--- src/rtl/intersection_phase_sequencer.sv ---
// -----------------------------------------------------------------------------
// intersection_phase_sequencer
//
// Steps a four-way intersection through the fixed cycle
//   RED_NS -> NS_GREEN -> NS_YELLOW -> RED_EW -> EW_GREEN -> EW_YELLOW -> RED_NS
// holding each state for exactly its duration in clock cycles, and drives the
// registered lamp outputs for the north-south and east-west heads.
//
// Optional feature macro: EMERGENCY_PREEMPT_EN
//   When defined, 'preempt' cuts a running green short (into its yellow),
//   and diverts the sequencer into PREEMPT_HOLD (all-red) at the end of any
//   all-red clearance for as long as 'preempt' stays high. When undefined,
//   'preempt' is ignored and PREEMPT_HOLD is unreachable.
//
// Parameters:
//   CLK_FREQ        clock frequency in Hz
//   YELLOW_TIME_MS  yellow duration in ms
//   ALL_RED_TIME_MS all-red clearance duration in ms
//
// Ports:
//   clk             single clock, rising edge
//   rst             synchronous, active-high reset
//   ns_green_delay  NS green duration in cycles, sampled at NS green entry
//   ew_green_delay  EW green duration in cycles, sampled at EW green entry
//   preempt         emergency preemption request (macro-dependent)
//   ns_light        NS lamps, one-hot {red, yellow, green}
//   ew_light        EW lamps, one-hot {red, yellow, green}
//   phase           current state encoding
//   phase_start     one-cycle pulse in the first cycle of every state
// -----------------------------------------------------------------------------
module intersection_phase_sequencer #(
    parameter int CLK_FREQ        = 50_000_000,
    parameter int YELLOW_TIME_MS  = 40,
    parameter int ALL_RED_TIME_MS = 20
) (
    input  logic        clk,
    input  logic        rst,
    input  logic [31:0] ns_green_delay,
    input  logic [31:0] ew_green_delay,
    input  logic        preempt,
    output logic [2:0]  ns_light,
    output logic [2:0]  ew_light,
    output logic [2:0]  phase,
    output logic        phase_start
);

    // Durations are computed in 64 bits so the ms*Hz product cannot overflow,
    // then clamped so a state never lasts zero cycles.
    localparam longint YEL_RAW = longint'(YELLOW_TIME_MS) * longint'(CLK_FREQ) / 1000;
    localparam longint RED_RAW = longint'(ALL_RED_TIME_MS) * longint'(CLK_FREQ) / 1000;
    localparam logic [31:0] YEL_CYC = (YEL_RAW < 1) ? 32'd1 : 32'(YEL_RAW);
    localparam logic [31:0] RED_CYC = (RED_RAW < 1) ? 32'd1 : 32'(RED_RAW);

    localparam logic [2:0] LAMP_RED    = 3'b100;
    localparam logic [2:0] LAMP_YELLOW = 3'b010;
    localparam logic [2:0] LAMP_GREEN  = 3'b001;

    typedef enum logic [2:0] {
        RED_NS       = 3'd0,
        NS_GREEN     = 3'd1,
        NS_YELLOW    = 3'd2,
        RED_EW       = 3'd3,
        EW_GREEN     = 3'd4,
        EW_YELLOW    = 3'd5,
        PREEMPT_HOLD = 3'd6
    } state_t;

    state_t      state_reg, state_next;
    logic [31:0] cnt_reg, cnt_next;
    logic [2:0]  ns_light_reg, ew_light_reg;
    logic [2:0]  ns_light_next, ew_light_next;
    logic        phase_start_reg;
    logic        advance;
    logic        terminal;
    logic        preempt_act;

`ifdef EMERGENCY_PREEMPT_EN
    assign preempt_act = preempt;
`else
    logic unused_preempt;
    assign unused_preempt = preempt;
    assign preempt_act    = 1'b0;
`endif

    assign terminal = (cnt_reg == 32'd0);

    // Next-state selection. No state loops back onto itself, so any change of
    // state is a state entry and reloads the counter.
    always_comb begin
        state_next = state_reg;
        case (state_reg)
            RED_NS:       if (terminal) state_next = preempt_act ? PREEMPT_HOLD : NS_GREEN;
            NS_GREEN:     if (terminal || preempt_act) state_next = NS_YELLOW;
            NS_YELLOW:    if (terminal) state_next = RED_EW;
            RED_EW:       if (terminal) state_next = preempt_act ? PREEMPT_HOLD : EW_GREEN;
            EW_GREEN:     if (terminal || preempt_act) state_next = EW_YELLOW;
            EW_YELLOW:    if (terminal) state_next = RED_NS;
            PREEMPT_HOLD: if (!preempt_act) state_next = RED_NS;
            default:      state_next = RED_NS;
        endcase
    end

    assign advance = (state_next != state_reg);

    // Counter reload on entry (duration - 1); a green delay of 0 behaves as 1.
    // The green delay is captured here, so later input changes have no effect.
    always_comb begin
        cnt_next = cnt_reg;
        if (advance) begin
            case (state_next)
                RED_NS, RED_EW:       cnt_next = RED_CYC - 32'd1;
                NS_YELLOW, EW_YELLOW: cnt_next = YEL_CYC - 32'd1;
                NS_GREEN:             cnt_next = (ns_green_delay == 32'd0) ? 32'd0 : ns_green_delay - 32'd1;
                EW_GREEN:             cnt_next = (ew_green_delay == 32'd0) ? 32'd0 : ew_green_delay - 32'd1;
                default:              cnt_next = 32'd0;
            endcase
        end else if (!terminal) begin
            cnt_next = cnt_reg - 32'd1;
        end
    end

    // Lamps are decoded from the next state so they switch together with phase.
    always_comb begin
        ns_light_next = LAMP_RED;
        ew_light_next = LAMP_RED;
        case (state_next)
            NS_GREEN:  ns_light_next = LAMP_GREEN;
            NS_YELLOW: ns_light_next = LAMP_YELLOW;
            EW_GREEN:  ew_light_next = LAMP_GREEN;
            EW_YELLOW: ew_light_next = LAMP_YELLOW;
            default: begin
                ns_light_next = LAMP_RED;
                ew_light_next = LAMP_RED;
            end
        endcase
    end

    always_ff @(posedge clk) begin
        if (rst) begin
            state_reg       <= RED_NS;
            cnt_reg         <= RED_CYC - 32'd1;
            ns_light_reg    <= LAMP_RED;
            ew_light_reg    <= LAMP_RED;
            phase_start_reg <= 1'b1;
        end else begin
            state_reg       <= state_next;
            cnt_reg         <= cnt_next;
            ns_light_reg    <= ns_light_next;
            ew_light_reg    <= ew_light_next;
            phase_start_reg <= advance;
        end
    end

    assign ns_light    = ns_light_reg;
    assign ew_light    = ew_light_reg;
    assign phase       = state_reg;
    assign phase_start = phase_start_reg;

endmodule

--- config.mk ---
export PLATFORM = sky130hd
export DESIGN_NAME = intersection_phase_sequencer
export DESIGN_NICKNAME = d
export VERILOG_FILES = /design/src/rtl/intersection_phase_sequencer.sv
export SDC_FILE = /design/constraint.sdc
export NUM_CORES = 1
export LEC_CHECK = 0
export ABC_AREA = 1
export ABC_CLOCK_PERIOD_IN_PS = 5410
export BUFFER_PORTS_ARGS = -buffer_cell sky130_fd_sc_hd__clkbuf_2
export CAP_MARGIN = 20
export CORE_UTILIZATION = 36
export CTS_CLUSTER_DIAMETER = 40
export DETAILED_ROUTE_END_ITERATION = 7
export GPL_TIMING_DRIVEN = 0
export PLACE_DENSITY = 0.53
export REMOVE_ABC_BUFFERS = 1
export SYNTH_ARGS = -nofsm -noshare
export SYNTH_HDL_FRONTEND = slang
export SYNTH_SLANG_ARGS = --single-unit
--- constraint.sdc ---
create_clock -name clk -period 5.41 [get_ports clk]
set_input_delay 0 -clock clk [delete_from_list [all_inputs] [get_ports clk]]
set_output_delay 0 -clock clk [all_outputs]
set_load 0.05 [all_outputs]
==> flow_summary_export.csv <==
group,metric,value,unit
status,status,"finished clean",
clock_network,htreeDepth,2,
global_routing,grt_use_total,23.0,%
final_layout,final-seq-area,841,µm²
yosys,synth_common_cells,"nor2_1 (208), nand2_1 (151), nand3_1 (66)",
yosys,avgSynthCellArea,5.79,µm²
hold_path,hp-class,"in2reg",
floorplanning,die_h,113,µm
setup_path,path_max_fanout,24,
global_routing,grt_max_degree,25,
yosys,syn_area,0.00441,mm²
setup_path,critPathArrivalTime,2.72,ns
drt,detail_route.vias_per_cell,5.09,
timing,slew_headroom,59.5,%
global_routing,grt_pass1_wl,22900,µm
job,max_cap_violations,0,
global_routing,grt.overflow.total,0,
clock_network,cts_tree,"yes",
placed_design,dpl.cell_count,968,
timing,setup_tns,0,ns
timing,whs,0.0651,ns
yosys,synthArstFlopShare,0,%
global_routing,grt_pass1_vias,4739,
final_layout,synthToLayoutAreaGrowth,14.4,%
timing,min_period,2.49,ns
drt,drt_iter0_drc,329,
final_layout,design_area,0.00504,mm²
power,ir_drop,0.0970,mV
final_layout,largest_register_ffs,32,
power,p_leak,0.00222,µW
clock_network,cts_sinks,42,
timing,drv_slew,0,
clock_network,clock_latency,0.29,ns
timing,hold_violations,0,
yosys,netlist_instances,761,
yosys,synth_cell_types,34,
clock_network,hold_buffers,0,
clock_network,cts_resized,0,
yosys,synth_edf_count,0,
power,powerDensity,148,mW/mm²
drt,vias,4973,
final_layout,drive_above_1_share,14.3,%
yosys,ys_seq_area_share,19.1,%
floorplanning,rows,40,
timing,setup_viol,0,
yosys,synth_top_area_share,19.1,%
drt,antenna_left,0,
timing,fmax,401,MHz
final_layout,multi_input_area,0.00325,mm²
clock_network,cts_buffers,5,
setup_path,end_kind,"flop",
yosys,ys_ff_latch,42,
yosys,synth_warnings,0,
floorplanning,ioPinCount,77,
setup_path,cp-start-kind,"flop",
placed_design,dpl_cell_area,0.00487,mm²
timing,tightestPinTransition,0.607,ns
drt,drt_pass1_iterations,5,
global_routing,antenna_found_initial,0,
drt,wl,14300,µm
setup_path,cp.required,5.64,ns
yosys,synthMostInstantiatedCell,"nor2_1",
floorplanning,die_x,113,µm
placed_design,portBuffers,75,
final_layout,final_cell_count_no_fill,977,
timing,rsz0062_at_grt,"false",
floorplanning,fp.coreArea,0.0120,mm²
clock_network,clockRootBuffer,"clkbuf_16",
drt,drc,0,
yosys,synth_largest_area_cell,"dfxtp_1",
clock_network,cts_max_path_buffers,2,
yosys,ys_top_cells_by_area,"dfxtp_1 (19%), nor2_1 (18%), nand2_1 (13%), xor2_1 (9.9%), nand3_1 (7.5%)",
clock_network,post_cts_buffers,0,
floorplanning,initial_utilization,36.8,%
placed_design,hpwl,11900,µm
placed_design,gp_congestion,0.987,
final_layout,diodes,0,
timing,skew,0.00996,ns
timing,finalCritPeriodShare,46.1,%
setup_path,critPathKind,"reg2reg",
final_layout,fin_nets,901,
drt,routedWlPerCell,14.6,µm
final_layout,nFillCells,1347,
yosys,synth_top_flop_cell,"dfxtp_1",
clock_network,clkTransAtPathRegs,0.07,ns
floorplanning,dieArea,0.0127,mm²
placed cells by master (no fill, tap or decap), types with 3 or more instances in the layout:
cell type,instances
nand3b_1,4
nand2_1,151
nor2_2,12
a31oi_1,7
nor2_1,208
clkbuf_16,5
dfxtp_1,42
nand4_1,17
nand2_2,6
nor3_1,17
nand3_2,3
a21oi_1,25
clkbuf_2,75
o21ai_0,23
xor2_1,50
ha_1,5
o21ai_1,5
inv_1,59
xnor2_1,24
nor4_1,3
or2_2,4
nor2_4,6
nand3_1,66
critical path, cell delays in order, from the launching register on:
cell and delay [ns]:
dfxtp_1 0.33, inv_1 0.08, ha_1 0.20, nand2_2 0.09, nor2_4 0.24, nand2_2 0.11
nor2_4 0.15, nand4_1 0.13, nand2_2 0.40, nand2_2 0.23, nor2_1 0.28, nor2_1 0.07
a21oi_1 0.11
through the flow:
step | utilization [%] | total power, µW | setup slack (ns)
final | 42.1 | 743 | 2.92
after global routing | 42.1 | 775 | 2.73
after CTS | 42.0 | 750 | 2.34
after detailed placement | 40.7 | 442 | 2.35
after global placement | 40.7 | 441 | 2.35
after floorplan | - | 380 | 3.26
cell families after synthesis:
family	count (synthesis)	share of synthesized area, %
AOI/OAI and AO/OA	64	7.73
xor gates and xnor gates	74	14.7
adders and majority gates	5	1.42
buffers and inverters	75	7.24
DFF	42	19.1
and+or+nand+nor	501	49.8
layout make-up:
cell class              count  area share (%)
multi-input cells         644            64.4
flip-flops and latches     42            16.7
repair buffers             76            7.75
inverters                  60            4.52
well taps                 147            3.65
clock buffers               5            2.48
clock inverters             3           0.497
layer usage:
metal	track usage (%)	vias to the layer above	part of all wire [%]	wire length, µm
met2	39.2	132	46	6570
met3	2.11	19	4.5	646
li1	-	2590	-	-
met4	7.29	0	2.3	335
met5	0	-	0	0
met1	30.5	2232	47	6760
path summary, 6_finish.rpt:
path,start,endpoint,slack [ns],cells past startpoint
setup / recovery,cnt_reg[0],cnt_reg[29],2.92,12
hold reg to reg,cnt_reg[31],cnt_reg[31],0.56,4
hold / removal,rst,cnt_reg[30],0.07,2
setup reg to reg,cnt_reg[0],cnt_reg[29],2.92,12
where the power goes:
| part | leakage, µW | internal [µW] | switching [µW] | total [µW] |
|---|---|---|---|---|
| registers | 0.000340 | 311 | 1.85 | 313 |
| clock network | 0.0000704 | 173 | 134 | 308 |
| logic | 0.00181 | 44.9 | 77.4 | 122 |
| total | 0.00222 | 530 | 213 | 743 |
Note: power is estimated with default switching activity, not from simulation.
